## src/rtl/mem_access_unit.sv

```systemverilog
// Load/store stage between the CPU ALU and a word-wide data RAM.
// Handles lane steering, load extension, fault detection and a req/ack timeout.
module mem_access_unit #(
  parameter int ADDR_W  = 10,
  parameter int TIMEOUT = 16
) (
  input  logic              clk,
  input  logic              reset,
  input  logic              mem_read,
  input  logic              mem_write,
  input  logic [1:0]        mem_size,
  input  logic              mem_unsigned,
  input  logic [ADDR_W-1:0] addr,
  input  logic [31:0]       wdata,
  output logic [31:0]       rdata,
  output logic              stall,
  output logic              done,
  output logic              err,
  output logic              ram_req,
  output logic              ram_we,
  output logic [ADDR_W-3:0] ram_addr,
  output logic [3:0]        ram_be,
  output logic [31:0]       ram_wdata,
  input  logic [31:0]       ram_rdata,
  input  logic              ram_ack
);

  typedef enum logic [1:0] {IDLE = 2'b00, REQ = 2'b01, DONE = 2'b10} state_t;

  localparam int CNT_W = $clog2(TIMEOUT);
  localparam logic [CNT_W-1:0] CNT_LAST = CNT_W'(TIMEOUT - 1);

  state_t           state;
  logic [CNT_W-1:0] cnt;
  logic [1:0]       lat_lo;
  logic [1:0]       lat_size;
  logic             lat_uns;
  logic             lat_write;
  logic             request;
  logic             fault;

  function automatic logic [3:0] byte_enables(input logic [1:0] size, input logic [1:0] lo);
    logic [3:0] be;
    case (size)
      2'b00:   be = 4'b0001 << lo;
      2'b01:   be = lo[1] ? 4'b1100 : 4'b0011;
      default: be = 4'b1111;
    endcase
    return be;
  endfunction

  function automatic logic [31:0] replicate(input logic [1:0] size, input logic [31:0] d);
    logic [31:0] r;
    case (size)
      2'b00:   r = {4{d[7:0]}};
      2'b01:   r = {2{d[15:0]}};
      default: r = d;
    endcase
    return r;
  endfunction

  function automatic logic [31:0] load_extend(input logic [1:0] size, input logic [1:0] lo,
                                              input logic uns, input logic [31:0] word);
    logic [7:0]  b;
    logic [15:0] h;
    logic [31:0] r;
    case (lo)
      2'd0:    b = word[7:0];
      2'd1:    b = word[15:8];
      2'd2:    b = word[23:16];
      default: b = word[31:24];
    endcase
    h = lo[1] ? word[31:16] : word[15:0];
    case (size)
      2'b00:   r = uns ? {24'h000000, b} : {{24{b[7]}}, b};
      2'b01:   r = uns ? {16'h0000, h} : {{16{h[15]}}, h};
      default: r = word;
    endcase
    return r;
  endfunction

  assign request = mem_read | mem_write;
  assign fault   = (mem_read & mem_write) | (mem_size == 2'b11) |
                   ((mem_size == 2'b01) & addr[0]) |
                   ((mem_size == 2'b10) & (addr[1:0] != 2'b00));
  // stall is combinational so the CPU freezes in the same cycle the request appears
  assign stall   = reset & ((state == REQ) | ((state == IDLE) & request));

  always_ff @(posedge clk or negedge reset) begin
    if (!reset) begin
      state     <= IDLE;
      cnt       <= '0;
      lat_lo    <= 2'b00;
      lat_size  <= 2'b00;
      lat_uns   <= 1'b0;
      lat_write <= 1'b0;
      rdata     <= 32'h0000_0000;
      done      <= 1'b0;
      err       <= 1'b0;
      ram_req   <= 1'b0;
      ram_we    <= 1'b0;
      ram_addr  <= '0;
      ram_be    <= 4'b0000;
      ram_wdata <= 32'h0000_0000;
    end else begin
      case (state)
        IDLE: begin
          done <= 1'b0;
          if (request && fault) begin
            err   <= 1'b1;
            done  <= 1'b1;
            state <= DONE;
          end else if (request) begin
            lat_lo    <= addr[1:0];
            lat_size  <= mem_size;
            lat_uns   <= mem_unsigned;
            lat_write <= mem_write;
            ram_req   <= 1'b1;
            ram_we    <= mem_write;
            ram_addr  <= addr[ADDR_W-1:2];
            ram_be    <= byte_enables(mem_size, addr[1:0]);
            ram_wdata <= replicate(mem_size, wdata);
            cnt       <= '0;
            state     <= REQ;
          end else begin
            state <= IDLE;
          end
        end
        REQ: begin
          if (ram_ack) begin
            ram_req <= 1'b0;
            ram_we  <= 1'b0;
            ram_be  <= 4'b0000;
            if (!lat_write) begin
              rdata <= load_extend(lat_size, lat_lo, lat_uns, ram_rdata);
            end
            err   <= 1'b0;
            done  <= 1'b1;
            state <= DONE;
          end else if (cnt == CNT_LAST) begin
            ram_req <= 1'b0;
            ram_we  <= 1'b0;
            ram_be  <= 4'b0000;
            if (!lat_write) begin
              rdata <= 32'h0000_0000;
            end
            err   <= 1'b1;
            done  <= 1'b1;
            state <= DONE;
          end else begin
            cnt <= cnt + CNT_W'(1);
          end
        end
        DONE: begin
          done  <= 1'b0;
          state <= IDLE;
        end
        default: begin
          done    <= 1'b0;
          ram_req <= 1'b0;
          ram_we  <= 1'b0;
          ram_be  <= 4'b0000;
          state   <= IDLE;
        end
      endcase
    end
  end

endmodule
```

## config.mk

```make
export PLATFORM = sky130hd
export DESIGN_NAME = mem_access_unit
export DESIGN_NICKNAME = d
export VERILOG_FILES = /design/src/rtl/mem_access_unit.sv
export SDC_FILE = /design/constraint.sdc
export NUM_CORES = 1
export LEC_CHECK = 0
export ABC_AREA = 1
export CAP_MARGIN = 20
export CORE_ASPECT_RATIO = 1.2
export CORE_MARGIN = 2
export CORE_UTILIZATION = 34
export CTS_BUF_LIST = sky130_fd_sc_hd__clkbuf_4
export CTS_CLUSTER_SIZE = 25
export DETAILED_ROUTE_END_ITERATION = 10
export HOLD_SLACK_MARGIN = 0.06
export PLACE_DENSITY_LB_ADDON = 0.1
export SLEW_MARGIN = 20
export SYNTH_ARGS = -nofsm -noshare
export SYNTH_HDL_FRONTEND = slang
export SYNTH_SLANG_ARGS = --single-unit
export TNS_END_PERCENT = 30
```

## constraint.sdc

```tcl
create_clock -name clk -period 3.2 [get_ports clk]
set_clock_uncertainty 0.2 [all_clocks]
set_input_delay 0.32 -clock clk [delete_from_list [all_inputs] [get_ports clk]]
set_output_delay 0.32 -clock clk [all_outputs]
set_load 0.05 [all_outputs]
```

==> run summary <==
The number of max-slew violations in the final report is 0. Yosys mapped a number of flops with a built-in enable equal to 0. The number of warnings printed during yosys synthesis came out at 0. The count of filler cells inserted in the layout is 1431. The last weighted congestion value of the routability-driven placer is 0.8932. The most common cell in the synthesized netlist is nand2_1.

Row generation in the floorplan step produced 47 rows. Traced cell by cell, the critical path runs through inv_2, nor2_4, inv_2, a21boi_0, clkdlybuf4s50_1. The count of antenna-violating nets left after detailed routing came out at 0.

CTS placed an instance of clkbuf_4 at the clock tree root. The final clock period utilization by the worst path came out at 0.8554. The die covers 14940 µm². The proportion of synthesized flip-flops having asynchronous set or reset is 1.000.

The post-synth net total came out at 710. The wire length of the first global-routing pass is 23.63 mm. Sorting the synthesized cells by area gives the leading types as dfrtp_1, nand2_1, nand3_1. The sequential cell area in the final layout is roughly 2300 µm².

The highest net fanout along the worst path came out at 4. The via count of the first global-routing pass came to about 4600. The slew at the pin with the worst max-slew slack is 0.8136 ns. The final setup violation count is 0.

On the worst path, the slowest cell contributes a delay of approximately 0.83 ns. The most used flip-flop cell after synthesis is dfrtp_1. The overall die height is roughly 130 µm.

The area share of the leading cell type in the synthesized netlist is 0.4792. The combinational family with the most area after synthesis is simple AND/OR/NAND/NOR gates. The number of different library cells used by synthesis comes to 27. The flip-flop and latch count after synthesis is 91. The arrival time of data at the critical path endpoint is between 2 and 2.5 ns.

The clock latency on the worst-skew pair is roughly 0.44 ns. For this design the static power due to leakage is 3.268 nW. The setup slack of the worst register-to-register path is 1.10 ns.

The CTS H-tree depth came out at 3. The sum of buffers and inverters on the critical path is 3. Summed over all layers, the global routing overflow is 0. In this run the mean area of a mapped cell was 7.579 µm². The combined area of the multi-input logic cells is between 2000 and 2500 µm². The post-placement worst setup slack is 0.6308 ns.

After detailed routing, the total wire length is 14.48 mm. The biggest area contributor in the post-synthesis netlist is dfrtp_1. The multiplexer fraction of the synthesized cell area is 0. For this run, the top clock speed supported by timing is 365.3 MHz. The global-route usage over all layers is 0.1992. The path class of the tightest hold or removal check is input pin to flip-flop. The number of placed cells counting well taps is 937.

The worst setup path is captured at an output port. In the final layout, the share of cells above drive strength 1 is 0.07417. In this run the number of cells on the critical path is 5. The routed layout has 4633 vias. TritonCTS built the clock tree. The clock slew at the register clock pins of the worst setup and hold paths is ~0.15 ns.

The first routing iteration left 227 violations. The final sum of negative setup slack is 0 ns. The startpoint type of the worst setup path is a flip-flop.

After synthesis the cells add up to around 4800 µm². The area of the placeable core is between 10000 and 15000 µm². The top-level port count is ~160. The detailed-route vias per instance came out at 4.856. The post-synthesis share of cell area spent on full adders, half adders and majority gates came out at 0.002633. The number of detailed-route iterations in the first pass is 6. The smallest setup slack after layout came out at 0.4628 ns. The max-capacitance violation count came out at 0.

Total power for the finished layout comes to approximately 7.0 mW. Setup repair after global routing left no endpoint under its margin. Broken down by cell family, the worst path's largest delay share belongs to buffers and inverters.

The number of antenna violations at the first check in global routing came out at 1. Tracing the worst setup path back leads to its startpoint at state[0]$_DFFE_PN0N_. The worst slew margin relative to its limit is 0.4576. The area overhead of the layout relative to synthesis came out at 38.47%. By count the netlist is led by nand2_1, dfrtp_1, nand3_1. TritonCTS created 9 clock buffers.

Power spread over the standard cell area amounts to around 1100 nW/µm². The number of nets in the layout is 861. The synthesized netlist cell count is 627. The synthesized-area fraction occupied by and/or/nand/nor cells is 0.3539. STA puts the critical path data required time at 2.68 ns. The peak supply drop is 0.5324 mV. The starting density of the core is 0.3468. On the critical path, the stage with the largest delay is an instance of clkdlybuf4s50_1.

Counting stages on the worst path, the most repeated cell is inv_2. In this run the critical register-to-register path is launched from lat_size[1]$_DFFE_PN0P_. The maximum number of pins on one net before global-route repair came out at 63. The sequential-to-total area share from yosys stat came out at 0.4792. During placement, the flow inserted port buffers numbering 162.

In the final routed layout, each cell accounts on average for between 15 and 20 µm. For this run, design rule violations remaining after detail routing come to 0. The post-CTS setup-driven buffer insertion count came out at 0. Final hold analysis gives a worst-case slack of 0.1896 ns.

The worst setup path is of the flip-flop to output port kind. The flow ran to the end, and the final reports show no timing, DRC or antenna violations. The minimum period implied by the final worst setup slack is 2.737 ns. The HPWL after detailed placement is 10.62 mm. In this run the critical register-to-register path is captured at rdata[5]$_DFFE_PN0P_. The clock passes through at most 2 buffers. The total number of clock tree sinks came out at 91. Of the total synthesized cell area, the portion taken by XOR and XNOR cells is 0. The compound-cell area share of the yosys netlist was 0.08899. For this run, the number of standard cells in the final layout without fillers is 954. The worst reg-to-reg path cell count came out at 7. The floorplan step set the die width to 111.9 µm. The termination of the worst setup path is stall.

The final count of hold timing violations came out at 0.
==> how the worst min path moves through the flow <==
stage / slack [ns] / from / depth (start not counted) / end
finish: 0.19 / addr[2] / 3 / ram_addr[0]$_DFFE_PN0P_
global route: 0.15 / addr[7] / 3 / ram_addr[5]$_DFFE_PN0P_
CTS: 0.15 / addr[2] / 3 / ram_addr[0]$_DFFE_PN0P_
detailed placement: 0.23 / reset / 2 / ram_wdata[19]$_DFFE_PN0P_
global placement: 0.22 / reset / 2 / ram_wdata[20]$_DFFE_PN0P_
floorplan: -0.18 / reset / 0 / cnt[0]$_DFFE_PN0P_
==> per-layer routing <==
layer | track usage | routed length, µm
met3 | 0.05823 | 1101
met5 | 0 | 0
met2 | 0.3343 | 6889
met1 | 0.2498 | 6246
met4 | 0.05830 | 246
==> cell families (layout without fill, tap and decap cells) <==
logic type,Yosys count,in the layout
and+or+nand+nor,406,406
buffers and inverters,61,216
AOI/OAI and AO/OA,68,68
DFF,91,91
adders and majority gates,1,1
other,0,1
==> flip-flops by register name (all words and copies together), names as in the netlist, 2 cells and up <==
register and cells:
lat_lo 2, cnt 4, rdata 32, ram_addr 8, lat_size 2, state 2
ram_wdata 32, ram_be 4
==> cell type report <==
cell class                      instances  area share
Sequential cell                        91      0.3461
Multi-Input combinational cell        475      0.3217
Timing Repair Buffer                  170      0.2575
Tap cell                              171     0.03252
Inverter                               31     0.01787
Clock inverter                          6     0.01369
Clock buffer                            9     0.01027
Antenna cell                            1   0.0003803
==> layout by cell type, fill, tap and decap left out, types with 3 or more instances in the layout <==
| cell | instances |
|---|---|
| and3_1 | 7 |
| inv_2 | 7 |
| buf_4 | 7 |
| clkdlybuf4s50_1 | 161 |
| clkbuf_4 | 9 |
| o21ai_0 | 15 |
| a21boi_0 | 3 |
| a22oi_1 | 7 |
| inv_1 | 23 |
| o21ai_2 | 12 |
| nand2_1 | 304 |
| a21oi_1 | 16 |
| nor2_1 | 35 |
| o21ai_1 | 10 |
| o211ai_1 | 4 |
| dfrtp_1 | 91 |
| nor2_2 | 6 |
| nand3_1 | 45 |
==> metrics by stage <==
step / utilization / cell area [µm²]
finish: 0.4802 / 6580
CTS: 0.4800 / 6578
global placement: 0.4678 / 6410
floorplan: - / 4752
global route: 0.4802 / 6580
detailed placement: 0.4678 / 6410
==> timing repair <==
item / CTS / global route
hold buffers: 1 / 0
hold endpoints to repair: 29 / 0
gates resized for setup: 0 / 0
==> power breakdown <==
part	total, mW	internal (mW)	leakage [nW]	switching (mW)
Combinational	4.17	1.34	2.03	2.83
Sequential	2.05	1.66	1.16	0.389
Clock	0.733	0.316	0.0824	0.417
Total	6.96	3.32	3.27	3.63
==> worst reg2reg max path, stage by stage (launching register included) <==
cell,delay (ns)
dfrtp_1,0.83
inv_1,0.13
nand3_1,0.39
inv_1,0.14
nand2_1,0.12
o21ai_0,0.09
nand2_1,0.07
nand2_1,0.05
Power figures use the tool's default switching activity.
